[src/rtl/wb_pkg.sv]
// Shared Wishbone bus widths and the arbiter FSM state type.
package wb_pkg;

    localparam int WB_AW   = 64;
    localparam int WB_DW   = 64;
    localparam int WB_SELW = 8;

    typedef enum logic {
        IDLE  = 1'b0,
        OWNED = 1'b1
    } wb_arb_state_e;

endpackage

[src/rtl/wb_rr_arbiter_if.sv]
// Bundle of all master-side and slave-side Wishbone signals around the arbiter.
interface wb_rr_arbiter_if
    import wb_pkg::*;
#(
    parameter int N = 4
);
    logic [N-1:0]         m_cyc_i, m_stb_i, m_we_i, m_lock_i;
    logic [N*WB_AW-1:0]   m_adr_i;
    logic [N*WB_DW-1:0]   m_dat_i;
    logic [N*WB_SELW-1:0] m_sel_i;
    logic [WB_DW-1:0]     m_dat_o;
    logic [N-1:0]         m_ack_o, m_err_o, m_rty_o;

    logic                 s_cyc_o, s_stb_o, s_we_o, s_lock_o;
    logic [WB_AW-1:0]     s_adr_o;
    logic [WB_DW-1:0]     s_dat_o;
    logic [WB_SELW-1:0]   s_sel_o;
    logic [WB_DW-1:0]     s_dat_i;
    logic                 s_ack_i, s_err_i, s_rty_i;

    logic [N-1:0]         gnt_o;

    // Arbiter's view of the bus.
    modport slave (
        input  m_cyc_i, m_stb_i, m_we_i, m_lock_i, m_adr_i, m_dat_i, m_sel_i,
        input  s_dat_i, s_ack_i, s_err_i, s_rty_i,
        output m_dat_o, m_ack_o, m_err_o, m_rty_o,
        output s_cyc_o, s_stb_o, s_we_o, s_lock_o, s_adr_o, s_dat_o, s_sel_o,
        output gnt_o
    );

    // Environment's view: the masters and the slave around the arbiter.
    modport master (
        output m_cyc_i, m_stb_i, m_we_i, m_lock_i, m_adr_i, m_dat_i, m_sel_i,
        output s_dat_i, s_ack_i, s_err_i, s_rty_i,
        input  m_dat_o, m_ack_o, m_err_o, m_rty_o,
        input  s_cyc_o, s_stb_o, s_we_o, s_lock_o, s_adr_o, s_dat_o, s_sel_o,
        input  gnt_o
    );

endinterface

[src/rtl/wb_rr_pick.sv]
// Combinational round-robin picker: lowest requester strictly above `last`, else lowest overall.
module wb_rr_pick #(
    parameter int N = 4
) (
    input  logic [N-1:0] req,
    input  logic [N-1:0] last,
    output logic [N-1:0] gnt
);
    localparam logic [N-1:0] ONE = N'(1);

    logic [N-1:0] above, req_hi;

    // x & (~x + 1) isolates the lowest set bit of x.
    assign above  = ~(last | (last - ONE));
    assign req_hi = req & above;
    assign gnt    = (|req_hi) ? (req_hi & (~req_hi + ONE)) : (req & (~req + ONE));

endmodule

[src/rtl/wb_rr_arbiter.sv]
// Round-robin Wishbone arbiter granting whole bus cycles from N masters to one slave.
// Define WB_ARB_WATCHDOG_EN to build the stalled-slave watchdog (limit TIMEOUT cycles).
module wb_rr_arbiter
    import wb_pkg::*;
#(
    parameter int N       = 4,
    parameter int TIMEOUT = 255
) (
    input logic            clk,
    input logic            rst,
    wb_rr_arbiter_if.slave bus
);
    localparam logic [N-1:0] LAST_RST = {1'b1, {(N-1){1'b0}}};

    wb_arb_state_e      state;
    logic [N-1:0]       gnt, last, pick;
    logic               own_cyc, own_stb, own_lock, term, wd_fire;
    logic [WB_AW-1:0]   mux_adr;
    logic [WB_DW-1:0]   mux_dat;
    logic [WB_SELW-1:0] mux_sel;

    wb_rr_pick #(.N(N)) u_pick (
        .req  (bus.m_cyc_i),
        .last (last),
        .gnt  (pick)
    );

    assign own_cyc  = |(gnt & bus.m_cyc_i);
    assign own_stb  = |(gnt & bus.m_stb_i);
    assign own_lock = |(gnt & bus.m_lock_i);
    assign term     = bus.s_ack_i | bus.s_err_i | bus.s_rty_i;

`ifdef WB_ARB_WATCHDOG_EN
    localparam int              WD_W     = $clog2(TIMEOUT + 1);
    localparam logic [WD_W-1:0] WD_LIMIT = WD_W'(TIMEOUT);

    logic [WD_W-1:0] wd_cnt;

    // A termination in the limit cycle wins over the timeout.
    assign wd_fire = (state == OWNED) && (wd_cnt == WD_LIMIT) && !term;

    always_ff @(posedge clk) begin
        if (rst || state != OWNED || term || wd_fire) wd_cnt <= '0;
        else if (own_stb)                             wd_cnt <= wd_cnt + 1'b1;
    end
`else
    assign wd_fire = 1'b0;
`endif

    // NOTE: every variable written in an always_comb gets a default first, so no latch is inferred.
    always_comb begin
        mux_adr = '0;
        mux_dat = '0;
        mux_sel = '0;
        for (int i = 0; i < N; i++) begin
            if (gnt[i]) begin
                mux_adr = mux_adr | bus.m_adr_i[i*WB_AW +: WB_AW];
                mux_dat = mux_dat | bus.m_dat_i[i*WB_DW +: WB_DW];
                mux_sel = mux_sel | bus.m_sel_i[i*WB_SELW +: WB_SELW];
            end
        end
    end

    assign bus.s_cyc_o  = own_cyc & ~wd_fire;
    assign bus.s_stb_o  = own_stb & ~wd_fire;
    assign bus.s_we_o   = |(gnt & bus.m_we_i);
    assign bus.s_lock_o = own_lock;
    assign bus.s_adr_o  = mux_adr;
    assign bus.s_dat_o  = mux_dat;
    assign bus.s_sel_o  = mux_sel;

    // Terminations reach only the owner; with gnt == 0 they are dropped.
    assign bus.m_ack_o = gnt & {N{bus.s_ack_i}};
    assign bus.m_err_o = gnt & {N{bus.s_err_i | wd_fire}};
    assign bus.m_rty_o = gnt & {N{bus.s_rty_i}};
    assign bus.m_dat_o = bus.s_dat_i;
    assign bus.gnt_o   = gnt;

    // NOTE: state registers use non-blocking assignments so every flop samples pre-edge values.
    always_ff @(posedge clk) begin
        if (rst) begin
            state <= IDLE;
            gnt   <= '0;
            last  <= LAST_RST;
        end else begin
            unique case (state)
                IDLE: begin
                    if (|bus.m_cyc_i) begin
                        gnt   <= pick;
                        last  <= pick;
                        state <= OWNED;
                    end
                end
                OWNED: begin
                    if (wd_fire || (!own_cyc && !own_lock)) begin
                        gnt   <= '0;
                        state <= IDLE;
                    end
                end
            endcase
        end
    end

endmodule

[src/flat_wrapper.sv]
// flat-port wrapper written by rule: the top's interface ports become plain ports
module wb_rr_arbiter_flat import wb_pkg::*;
#(
    parameter int N       = 4,
    parameter int TIMEOUT = 255
)
  (clk, rst, bus_m_cyc_i, bus_m_stb_i, bus_m_we_i, bus_m_lock_i, bus_m_adr_i, bus_m_dat_i, bus_m_sel_i, bus_s_dat_i, bus_s_ack_i, bus_s_err_i, bus_s_rty_i, bus_m_dat_o, bus_m_ack_o, bus_m_err_o, bus_m_rty_o, bus_s_cyc_o, bus_s_stb_o, bus_s_we_o, bus_s_lock_o, bus_s_adr_o, bus_s_dat_o, bus_s_sel_o, bus_gnt_o);
  wb_rr_arbiter_if #(.N(N)) bus_i ();
  input logic clk;
  input logic rst;
  input wire logic [$bits(bus_i.m_cyc_i)-1:0] bus_m_cyc_i;
  input wire logic [$bits(bus_i.m_stb_i)-1:0] bus_m_stb_i;
  input wire logic [$bits(bus_i.m_we_i)-1:0] bus_m_we_i;
  input wire logic [$bits(bus_i.m_lock_i)-1:0] bus_m_lock_i;
  input wire logic [$bits(bus_i.m_adr_i)-1:0] bus_m_adr_i;
  input wire logic [$bits(bus_i.m_dat_i)-1:0] bus_m_dat_i;
  input wire logic [$bits(bus_i.m_sel_i)-1:0] bus_m_sel_i;
  input wire logic [$bits(bus_i.s_dat_i)-1:0] bus_s_dat_i;
  input wire logic [$bits(bus_i.s_ack_i)-1:0] bus_s_ack_i;
  input wire logic [$bits(bus_i.s_err_i)-1:0] bus_s_err_i;
  input wire logic [$bits(bus_i.s_rty_i)-1:0] bus_s_rty_i;
  output wire logic [$bits(bus_i.m_dat_o)-1:0] bus_m_dat_o;
  output wire logic [$bits(bus_i.m_ack_o)-1:0] bus_m_ack_o;
  output wire logic [$bits(bus_i.m_err_o)-1:0] bus_m_err_o;
  output wire logic [$bits(bus_i.m_rty_o)-1:0] bus_m_rty_o;
  output wire logic [$bits(bus_i.s_cyc_o)-1:0] bus_s_cyc_o;
  output wire logic [$bits(bus_i.s_stb_o)-1:0] bus_s_stb_o;
  output wire logic [$bits(bus_i.s_we_o)-1:0] bus_s_we_o;
  output wire logic [$bits(bus_i.s_lock_o)-1:0] bus_s_lock_o;
  output wire logic [$bits(bus_i.s_adr_o)-1:0] bus_s_adr_o;
  output wire logic [$bits(bus_i.s_dat_o)-1:0] bus_s_dat_o;
  output wire logic [$bits(bus_i.s_sel_o)-1:0] bus_s_sel_o;
  output wire logic [$bits(bus_i.gnt_o)-1:0] bus_gnt_o;
  assign bus_i.m_cyc_i = bus_m_cyc_i;
  assign bus_i.m_stb_i = bus_m_stb_i;
  assign bus_i.m_we_i = bus_m_we_i;
  assign bus_i.m_lock_i = bus_m_lock_i;
  assign bus_i.m_adr_i = bus_m_adr_i;
  assign bus_i.m_dat_i = bus_m_dat_i;
  assign bus_i.m_sel_i = bus_m_sel_i;
  assign bus_i.s_dat_i = bus_s_dat_i;
  assign bus_i.s_ack_i = bus_s_ack_i;
  assign bus_i.s_err_i = bus_s_err_i;
  assign bus_i.s_rty_i = bus_s_rty_i;
  assign bus_m_dat_o = bus_i.m_dat_o;
  assign bus_m_ack_o = bus_i.m_ack_o;
  assign bus_m_err_o = bus_i.m_err_o;
  assign bus_m_rty_o = bus_i.m_rty_o;
  assign bus_s_cyc_o = bus_i.s_cyc_o;
  assign bus_s_stb_o = bus_i.s_stb_o;
  assign bus_s_we_o = bus_i.s_we_o;
  assign bus_s_lock_o = bus_i.s_lock_o;
  assign bus_s_adr_o = bus_i.s_adr_o;
  assign bus_s_dat_o = bus_i.s_dat_o;
  assign bus_s_sel_o = bus_i.s_sel_o;
  assign bus_gnt_o = bus_i.gnt_o;
  wb_rr_arbiter #(.N(N), .TIMEOUT(TIMEOUT)) u_core (.clk(clk), .rst(rst), .bus(bus_i));
endmodule
[config.mk]
export PLATFORM = sky130hd
export DESIGN_NAME = wb_rr_arbiter_flat
export DESIGN_NICKNAME = d
export VERILOG_FILES = /design/src/rtl/wb_pkg.sv /design/src/rtl/wb_rr_arbiter_if.sv /design/src/rtl/wb_rr_pick.sv /design/src/rtl/wb_rr_arbiter.sv /design/src/flat_wrapper.sv
export SDC_FILE = /design/constraint.sdc
export NUM_CORES = 1
export LEC_CHECK = 0
export CORE_AREA = 3 3 326 328
export DETAILED_ROUTE_END_ITERATION = 8
export DIE_AREA = 0 0 329 331
export PLACE_DENSITY_LB_ADDON = 0.2
export SLEW_MARGIN = 20
export SYNTH_ARGS = -nofsm -noshare
export SYNTH_HDL_FRONTEND = slang
export SYNTH_HIERARCHICAL = 1
export SYNTH_SLANG_ARGS = --single-unit
[constraint.sdc]
create_clock -name clk -period 2.9 [get_ports clk]
set_input_delay 0.58 -clock clk [delete_from_list [all_inputs] [get_ports clk]]
set_output_delay 0.58 -clock clk [all_outputs]
set_load 0.1 [all_outputs]
Yosys cells after proc, flatten, opt, wreduce, memory -nomap -nowiden
Index checks and enable logic that the tools add are counted.

storage, ports and cells
  word-level logic and storage cells = 62
  flip-flop bits (word level) = 9

cells by class
  add/subtract/negate cells = 3
  multiplexer cells = 19
  bitwise operators = 24
  reductions and logical operators = 11
  equality and inequality tests = 2

operator list
  cell                                                    number
  2-to-1 mux 64 bit                                       8
  bitwise OR 64 bit                                       6
  AND 4 bit                                               10
  2-to-1 mux 8 bit                                        4
  bitwise OR 8 bit                                        3
  OR reduction 4 bit                                      6
  2-to-1 mux 4 bit                                        3
  NOT 4 bit                                               3
  adder 4 x 1 -> 4 bit (second input constant)            2
  case mux 4 bit (2 select lines)                         1
  bitwise OR 4 bit                                        1
  AND reduction 2 bit                                     2
  subtractor 4 x 1 -> 4 bit (second input constant)       1
  logical NOT 1 bit                                       2
  2-to-1 mux 1 bit                                        2
  inequality test 2 x 1 -> 1 bit (second input constant)  1
  inequality test 2 bit (second input constant)           1
  case mux 1 bit (2 select lines)                         1
  logical AND 1 bit                                       1
  NOT 1 bit                                               1

Logic depth before layout (Yosys ltp)
Gate-level depths: netlist of the first run.

  word-level depth = 10
  depth in mapped cells = 5
  depth with buffers taken out = 5

Modules after synthesis
Netlist of the first run, hierarchy kept.

by module, submodules not included
  module         cells each  area each (µm²)  instances
  wb_rr_arbiter  597         3834.9           1
  wb_rr_pick     18          122.6            1

Worst setup path before layout of the first run
OpenSTA, ideal clock, no wires.

  path type = register to output
  from = register u_core.gnt[3], in the netlist u_core/bus.gnt_o[3]
  to = output bus_m_ack_o[3]
  path slack = -0.048 ns
  cell stages (with the launch flop) = 5
  buffers on the path = 3
  arrival time = 2.368 ns
  path through = dfxtp_1 > buf_2 > buf_2 > buf_2 > and2_1

between the ends
  word-level cells in the longest chain between the ends = 1

ends and longest elaborated chain
  item                    RTL line             source
  start, declared         wb_rr_arbiter.sv:16  logic [N-1:0] gnt, last, pick;
  start signal, assigned  wb_rr_arbiter.sv:89  gnt <= pick;
  AND 4 bit               wb_rr_arbiter.sv:73  assign bus.m_ack_o = gnt & {N{bus.s_ack_i}};
  end, declared           flat_wrapper.sv:23   output wire logic [$bits(bus_i.m_ack_o)-1:0] bus_m_ack_o;

No other way between the ends.

Worst setup path after layout of the first run
  from = input bus_m_sel_i[16]
  to = output bus_s_sel_o[0]

between the ends
  word-level cells in the longest chain between the ends = 4

ends and longest elaborated chain
  item                  RTL line             source
  start, declared       flat_wrapper.sv:17   input wire logic [$bits(bus_i.m_sel_i)-1:0] bus_m_sel_i;
  bitwise OR 8 bit (*)  wb_rr_arbiter.sv:59  mux_sel = mux_sel | bus.m_sel_i[i*WB_SELW +: WB_SELW];
  2-to-1 mux 8 bit (*)  wb_rr_arbiter.sv:56  if (gnt[i]) begin
  bitwise OR 8 bit      wb_rr_arbiter.sv:59
  2-to-1 mux 8 bit (*)  wb_rr_arbiter.sv:56
  end, declared         flat_wrapper.sv:32   output wire logic [$bits(bus_i.s_sel_o)-1:0] bus_s_sel_o;

Mark *: on every way between the ends. The rest lies on a longest branch, timed or not.

==> metrics.md, run 1 <==
| Metric | Value |
|---|---|
| Most used flip-flop cell after synthesis | `sky130_fd_sc_hd__dfxtp_1` |
| Critical path endpoint category | `output port` |
| Post-placement cell count | `about 2600` |
| Total Negative Setup Slacks | `0 ns` |
| First-pass GRT wire length | `~75 mm` |
| Result of the run | `completed` |
| Total track usage | `0.101` |
| Number of buffers on the longest clock path | `2` |
| Yosys top cell by area | `sky130_fd_sc_hd__a22oi_1` |
| Area grow syn2layout | `255%` |
| Share of synthesized area occupied by flip-flops and latches | `0.0455` |
| Clock network power share | `0.043` |
| Routability congestion estimate from global placement | `about 0.80` |
| Vias after detailed routing | `around 8000` |
| Number of violations of the max-capacitance limit | `0` |
| Ranking of synthesized cells by instance count | `sky130_fd_sc_hd__a22oi_1 (284), sky130_fd_sc_hd__nand2_1 (143), sky130_fd_sc_hd__buf_4 (64)` |
| Die Width | `329 µm` |
| Total wirelength of the detailed-routed design | `59.9 mm` |
| Initial Util | `0.0382` |
| Synthesized flop and latch total | `9` |
| Fraction of power spent switching nets | `0.594` |
| Pwr Density | `404 mW/mm²` |
| Die extent in y | `approximately 330 µm` |
| Clk_skew | `between 0.0007 and 0.0008 ns` |
| # clock sinks | `9` |
| Worst VDD drop | `about 0.00016 V` |
| Internal reg-to-reg setup slack | `approximately 1.3 ns` |
| Max Fclk | `366 MHz` |
| Layout Cells excl Fill | `~2600` |
| Num rows | `118` |
| Wire length per cell after detailed routing | `between 20 and 25 µm` |
| Insertion delay to the later sink of the worst-skew pair | `between 0.2 and 0.25 ns` |
| Buffer count from post-CTS setup fixing | `0` |
| Number of design-rule violations left by the first detailed-router iteration | `just over 400` |
| Clock Root Buffer | `sky130_fd_sc_hd__clkbuf_16` |
| Top-count cell post-synth | `sky130_fd_sc_hd__a22oi_1` |
| Finished Core Util | `0.136` |
| Final count of hold timing violations | `0` |
| Count of H-tree levels built during CTS | `1` |
| Req. time, crit path | `2.32 ns` |
| Setup crit start | `bus_m_sel_i[16]` |
| Number of buffers created by CTS | `3` |
| First drt pass iteration count | `5` |
| Crit path kind | `input port to output port` |
| Final number of setup-violating endpoints | `0` |
| Post-CTS clock slew at the launch and capture registers of the worst setup and hold paths | `approximately 0.040 ns` |
| Placeable core area | `0.103 mm²` |
| Number of vias per cell after detailed routing | `2.98` |
| Total number of nets in the final design | `1859` |
| Synth top area share | `0.539` |
| Post-synth cell types | `28` |
| Netlist area before placement | `between 0.003 and 0.004 mm²` |
| Crit-path max FO | `1` |
| CTS Hold Buffers Added | `0` |
| FFs w/ async S/R, synth | `0` |
| Leading post-synthesis cells by cell area | `sky130_fd_sc_hd__a22oi_1 (54%), sky130_fd_sc_hd__nand2_1 (14%), sky130_fd_sc_hd__buf_4 (12%), sky130_fd_sc_hd__buf_2 (4.6%), sky130_fd_sc_hd__dfxtp_1 (4.6%)` |
| Fraction of final layout cells with drive strength greater than 1 | `0.161` |
| Count of flip-flops with a built-in enable after synthesis | `0` |
| Type of the worst min-delay path | `flop to flop` |
| FF-to-FF Start | `u_core/bus.gnt_o[1]` |
| Total of warnings raised by yosys | `6` |
| Pint | `between 2 and 2.5 mW` |
| Vias in the first global route | `around 8300` |
| Worst slew pin tran | `around 0.8 ns` |
| Final min period | `~2.7 ns` |
| Final worst-path cycle share | `0.943` |
| Startpoint type of the worst setup path | `input port` |
| Number of I/O pins | `about 850` |
| Clock tree from TritonCTS | `done` |
| Max-slew headroom at the worst pin | `0.467` |
| DPL Wire Length | `approximately 53 mm` |
| Initial antenna violation count | `29` |
| Max-slew violation count | `0` |
| Average size of a mapped cell | `~6.4 µm²` |
| Area of the die | `0.109 mm²` |
| GRT overflow | `0` |
| Synth Instances | `slightly above 600` |
| Unrepaired setup endpoints after global routing | `no` |
| Power consumption | `about 5.7 mW` |
| # resized after CTS | `1` |
| Number of nets in the synthesized netlist | `around 1200` |
| Maximum number of pins on one net before global-route repair | `73` |
| Buffers on Ports | `slightly above 700` |
| CP arrival | `~2.2 ns` |
| Total leakage power | `between 5 and 6 nW` |
| Number of antenna-violating nets in the routed design | `0` |
| Number of remaining DRC errors | `0` |
| Share of power burned in combinational logic | `0.930` |
| Switching power | `between 3 and 4 mW` |
| Sequential power share | `0.027` |
| Beginning of the worst hold path | `u_core/bus.gnt_o[2]` |
## kinds of logic after synthesis
| kind of cell | synth area share |
|---|---|
| buffers and inverters | 0.201 |
| AOI/OAI and AO/OA | 0.567 |
| and+or+nand+nor | 0.179 |
| muxes | 0.00759 |
| DFF | 0.0455 |
## layout by cell type, fill, tap and decap left out, types with 4 or more instances in the layout
cell type                         Yosys  routed
sky130_fd_sc_hd__buf_12               0     162
sky130_fd_sc_hd__buf_4               64      12
sky130_fd_sc_hd__o21ai_1              4       4
sky130_fd_sc_hd__dfxtp_4              0       4
sky130_fd_sc_hd__nand2_1            143     143
sky130_fd_sc_hd__nor2_1               5       5
sky130_fd_sc_hd__diode_2              0      10
sky130_fd_sc_hd__inv_1                8       8
sky130_fd_sc_hd__and2_2               0      12
sky130_fd_sc_hd__dfxtp_1              9       5
sky130_fd_sc_hd__a22oi_1            284     283
sky130_fd_sc_hd__clkdlybuf4s50_1      0     564
## metal layers
layer	vias to the layer above	routed length (µm)	global-route usage
met2	516	29000	0.176
met4	28	896	0.0152
met1	3627	23600	0.120
li1	3558	-	-
met5	-	196	0
met3	82	6180	0.0395
## state kept, by name (all words and copies together), names as in the netlist
name,count
u_core/last,4
u_core/state,1
u_core/bus.gnt_o,4
## through the flow
stage	hold WS (ns)	instance area (µm²)	setup slack [ns]
final	0.509	14000	0.164
after CTS	0.512	14000	0.0291
after floorplan	0.517	3980	0.297
after global placement	0.508	13900	-0.00595
after global routing	0.543	14000	0.0744
after detailed placement	0.499	13900	-0.0226
## worst paths after layout
check | end | cells past startpoint
setup / recovery | bus_s_sel_o[0] | 4
hold / removal | u_core/bus.gnt_o[2] | 2
setup reg to reg | u_core/bus.gnt_o[3] | 5
hold reg to reg | u_core/bus.gnt_o[2] | 2
## power by group through the flow
stage               Clock [mW]  Sequential, mW  Combinational (mW)
finish                   0.245           0.153                5.27
global route             0.259           0.155                5.45
CTS                      0.249           0.153                5.38
detailed placement           0           0.155                5.36
global placement             0           0.154                5.35
floorplan                    0           0.178                3.01
## cell type report
| class | instances | area, µm² |
|---|---|---|
| fillers | 11700 | 89500 |
| repair buffers | 738 | 8980 |
| multi-input cells | 470 | 3000 |
| well taps | 1380 | 1730 |
| flip-flops and latches | 9 | 195 |
| clock buffers | 4 | 78.8 |
| inverters | 8 | 30.0 |
| diodes | 10 | 25.0 |
## critical path, cell delays in order
cell                              delay [ns]
sky130_fd_sc_hd__clkdlybuf4s50_1        0.40
sky130_fd_sc_hd__a22oi_1                0.65
sky130_fd_sc_hd__nand2_1                0.28
sky130_fd_sc_hd__buf_12                 0.24
(Power assumes the default switching activity.)
==> inputs of run 2 (changes only) <==
CORE_AREA = 2 2 332 334   (was 3 3 326 328)
DIE_AREA = 0 0 334 336   (was 0 0 329 331)
SYNTH_HIERARCHICAL = not set   (was 1)
==> run 2 against run 1 <==
Net effect: routed wire length grew 3.3%; combinational power grew 4.2%; synthesized cell count shrank 0.81%; sequential cell count is the same; synthesized area shrank 1.9%; core utilization shrank 0.49 points; critical path type is now flop to output port; critical endpoint is now bus_s_adr_o[8].
==> metrics.md, run 2 <==
| Metric | Value |
|---|---|
| Max Fclk | `382 MHz (was 366 MHz)` |
| Final number of setup-violating endpoints | `0 (unchanged)` |
| Share of synthesized area occupied by flip-flops and latches | `0.0464 (was 0.0455)` |
| Worst slew pin tran | `0.703 ns (was 0.799 ns)` |
| # resized after CTS | `0 (was 1)` |
| Total number of nets in the final design | `1880 (was 1859)` |
| Highest-count cells in the layout ignoring fill and taps | `sky130_fd_sc_hd__clkdlybuf4s50_1 (564), sky130_fd_sc_hd__a22oi_1 (281), sky130_fd_sc_hd__buf_12 (160) (was sky130_fd_sc_hd__clkdlybuf4s50_1 (564), sky130_fd_sc_hd__a22oi_1 (283), sky130_fd_sc_hd__buf_12 (162))` |
| Post-synth cell types | `26 (was 28)` |
| Ranking of synthesized cells by instance count | `sky130_fd_sc_hd__a22oi_1 (281), sky130_fd_sc_hd__nand2_1 (144), sky130_fd_sc_hd__buf_4 (64) (was sky130_fd_sc_hd__a22oi_1 (284), sky130_fd_sc_hd__nand2_1 (143), sky130_fd_sc_hd__buf_4 (64))` |
| Initial antenna violation count | `14 (was 29)` |
| Arithmetic-cell share of the synthesized area counting full adders, half adders and majority gates | `0 (unchanged)` |
| Unrepaired setup endpoints after global routing | `no (unchanged)` |
| Initial Util | `0.0358 (was 0.0382)` |
| CTS Hold Buffers Added | `0 (unchanged)` |
| Leading post-synthesis cells by cell area | `sky130_fd_sc_hd__a22oi_1 (54%), sky130_fd_sc_hd__nand2_1 (14%), sky130_fd_sc_hd__buf_4 (12%), sky130_fd_sc_hd__dfxtp_1 (4.6%), sky130_fd_sc_hd__clkbuf_1 (4.2%) (was sky130_fd_sc_hd__a22oi_1 (54%), sky130_fd_sc_hd__nand2_1 (14%), sky130_fd_sc_hd__buf_4 (12%), sky130_fd_sc_hd__buf_2 (4.6%), sky130_fd_sc_hd__dfxtp_1 (4.6%))` |
| Number of violations of the max-capacitance limit | `0 (unchanged)` |
| Clock tree from TritonCTS | `done (unchanged)` |
| Placeable core area | `0.108 mm² (was 0.103 mm²)` |
| # clock sinks | `9 (unchanged)` |
| Synth Instances | `610 (was 615)` |
| Average size of a mapped cell | `6.37 µm² (was 6.44 µm²)` |
| Layout Cells excl Fill | `2666 (was 2619)` |
| Pwr Density | `419 mW/mm² (was 404 mW/mm²)` |
| Clock Root Buffer | `sky130_fd_sc_hd__clkbuf_16 (unchanged)` |
| Maximum number of pins on one net before global-route repair | `63 (was 73)` |
| GRT overflow | `0 (unchanged)` |
| Post-synthesis share of cell area spent on xor and xnor gates | `0 (unchanged)` |
| Yosys top cell by area | `sky130_fd_sc_hd__a22oi_1 (unchanged)` |
| Max-slew headroom at the worst pin | `0.531 (was 0.467)` |
| Buffer count from post-CTS setup fixing | `0 (unchanged)` |
| Vias after detailed routing | `7863 (was 7811)` |
| Total non-filler cell area in the finished layout | `0.0142 mm² (was 0.0140 mm²)` |
| Netlist area before placement | `0.00388 mm² (was 0.00396 mm²)` |
| Final worst-path cycle share | `0.903 (was 0.943)` |
| Synthesized flop and latch total | `9 (unchanged)` |
| Area of the die | `0.112 mm² (was 0.109 mm²)` |
| Vias in the first global route | `8333 (was 8283)` |
| Setup Slack @ Placement | `0.282 ns (was -0.0226 ns)` |
| Top-count cell post-synth | `sky130_fd_sc_hd__a22oi_1 (unchanged)` |
| Mux contribution to synthesized area | `0 (was 0.00759)` |
| CP most frequent cell | `sky130_fd_sc_hd__buf_12` |
| Post-placement cell count | `2660 (was 2605)` |
| Most used flip-flop cell after synthesis | `sky130_fd_sc_hd__dfxtp_1 (unchanged)` |
| Die Width | `334 µm (was 329 µm)` |
| Reg2Reg Depth | `5 (unchanged)` |
| Number of nets in the synthesized netlist | `1239 (was 1244)` |
| Insertion delay to the later sink of the worst-skew pair | `0.23 ns (about the same)` |
| Fraction of final layout cells with drive strength greater than 1 | `0.169 (was 0.161)` |
| Crit-path max FO | `32 (was 1)` |
| Count of flip-flops with a built-in enable after synthesis | `0 (unchanged)` |
| Number of design-rule violations left by the first detailed-router iteration | `424 (was 407)` |
| Num rows | `121 (was 118)` |
| Max-slew violation count | `0 (unchanged)` |
| Worst Hold Path Cells | `2 (unchanged)` |
| Number of I/O pins | `849 (unchanged)` |
| Final min period | `2.62 ns (was 2.74 ns)` |
| Area grow syn2layout | `265% (was 255%)` |
| Crit path kind | `flop to output port (was input port to output port)` |
| CP arrival | `2.04 ns (was 2.16 ns)` |
| Most common library cell in the layout ignoring fill and taps | `sky130_fd_sc_hd__clkdlybuf4s50_1 (unchanged)` |
| Critical-path cell list | `buf_12 -> a22oi_1 -> nand2_1 -> buf_12 (was clkdlybuf4s50_1 -> a22oi_1 -> nand2_1 -> buf_12)` |
| Cell with the largest stage delay on the worst path | `sky130_fd_sc_hd__dfxtp_4 (was sky130_fd_sc_hd__a22oi_1)` |
| Power consumption | `5.93 mW (was 5.67 mW)` |
| First-pass GRT wire length | `77.7 mm (was 74.9 mm)` |
| Total wirelength of the detailed-routed design | `61.8 mm (was 59.9 mm)` |
| Number of remaining DRC errors | `0 (unchanged)` |
| Total track usage | `0.102 (was 0.101)` |
| Req. time, crit path | `2.32 ns (about the same)` |
| Multi-input gate area in the final layout | `0.00295 mm² (was 0.00300 mm²)` |
| Die extent in y | `336 µm (was 331 µm)` |
| Number of antenna-violating nets in the routed design | `0 (unchanged)` |
| Synth Area in Compound Gates | `0.578 (was 0.567)` |
| Number of vias per cell after detailed routing | `2.95 (was 2.98)` |
| Critical path endpoint category | `output port (unchanged)` |
| Main combinational cell family by area after synthesis | `compound AO/OA/AOI/OAI gates (unchanged)` |
| Type of the worst min-delay path | `flop to flop (unchanged)` |
| Routability congestion estimate from global placement | `0.875 (was 0.805)` |
| Basic-gate share of the synthesized area counting and, or, nand and nor cells | `0.181 (was 0.179)` |
| Total Negative Setup Slacks | `0 ns (unchanged)` |
| Number of buffers created by CTS | `3 (unchanged)` |
| Synth top area share | `0.543 (was 0.539)` |
| Buffers on Ports | `720 (unchanged)` |
| Result of the run | `completed (unchanged)` |
| Total leakage power | `5.17 nW (was 5.07 nW)` |
| Startpoint type of the worst setup path | `flop (was input port)` |
| Worst VDD drop | `0.000250 V (was 0.000157 V)` |
| Final worst slack | `0.280 ns (was 0.164 ns)` |
| DPL Wire Length | `55.0 mm (was 53.4 mm)` |
| FFs w/ async S/R, synth | `0 (unchanged)` |
| Clk_skew | `0.00201 ns (was 0.000756 ns)` |
| Fill count | `12400 (was 11700)` |
| Wire length per cell after detailed routing | `23.2 µm (was 22.9 µm)` |
| Area used by sequential logic in the layout | `195 µm² (unchanged)` |
| Crit-path max cell delay | `0.53 ns (was 0.65 ns)` |
| Number of buffers on the longest clock path | `2 (unchanged)` |
| Count of H-tree levels built during CTS | `1 (unchanged)` |
| Total of warnings raised by yosys | `0 (was 6)` |
| First drt pass iteration count | `5 (unchanged)` |
| Placed Area | `0.0141 mm² (was 0.0139 mm²)` |
| Final count of hold timing violations | `0 (unchanged)` |
| Post-CTS clock slew at the launch and capture registers of the worst setup and hold paths | `0.04 ns (about the same)` |
run 2: layout make-up:
class,instances,share of cell area
Antenna cell,2,0.000353
Clock buffer,4,0.00556
Multi-Input combinational cell,469,0.208
Tap cell,1414,0.125
Sequential cell,9,0.0138
Timing Repair Buffer,765,0.646
Inverter,3,0.000795
run 2: through the flow:
step           utilization  hold WS, ns
2_1_floorplan            -        0.444
3_3_place_gp         0.130        0.474
3_5_place_dp         0.130        0.482
4_1_cts              0.131        0.492
5_1_grt              0.131        0.535
6_report             0.131        0.488
run 2: power by group:
part / total [mW] / leakage (nW) / switching (mW) / internal [mW]
sequential: 0.198 / 0.0770 / 0.0628 / 0.135
combinational: 5.49 / 5.05 / 3.44 / 2.06
clock: 0.240 / 0.0382 / 0.0562 / 0.183
total: 5.93 / 5.17 / 3.56 / 2.37
run 2: path summary, 6_finish.rpt:
kind / startpoint / end / slack (ns)
worst max-delay path: u_core.bus.gnt_o[2] / bus_s_adr_o[8] / 0.28
worst min register to register: u_core.last[3] / u_core.last[3] / 0.49
worst max register to register: u_core.bus.gnt_o[2] / u_core.bus.gnt_o[0] / 0.91
worst min-delay path: u_core.last[3] / u_core.last[3] / 0.49
run 2: metal layers:
layer	vias to the layer above	global-route usage	part of all wire
met5	-	0	0.0024
met1	3661	0.128	0.42
met3	64	0.0264	0.081
met4	22	0.0116	0.011
met2	530	0.179	0.49
li1	3586	-	-
run 2: cells by family (layout without fill, tap and decap cells):
kind of cell           Yosys count  in the layout
AOI/OAI and AO/OA              298            298
buffers and inverters          132            772
DFF                              9              9
other                            0              2
and+or+nand+nor                171            171
run 2: critical path, delay by kind of cell, from the launching register on:
family	cells	cell delay, ns
DFF	1	0.53
AOI/OAI and AO/OA	1	0.51
buffers and inverters	2	0.49
and+or+nand+nor	1	0.21
==> inputs of run 3 (changes only) <==
GPL_ROUTABILITY_DRIVEN = 1   (was not set)
==> results of run 3 <==
Final layout, timing and power as in run 2 (identical DEF).
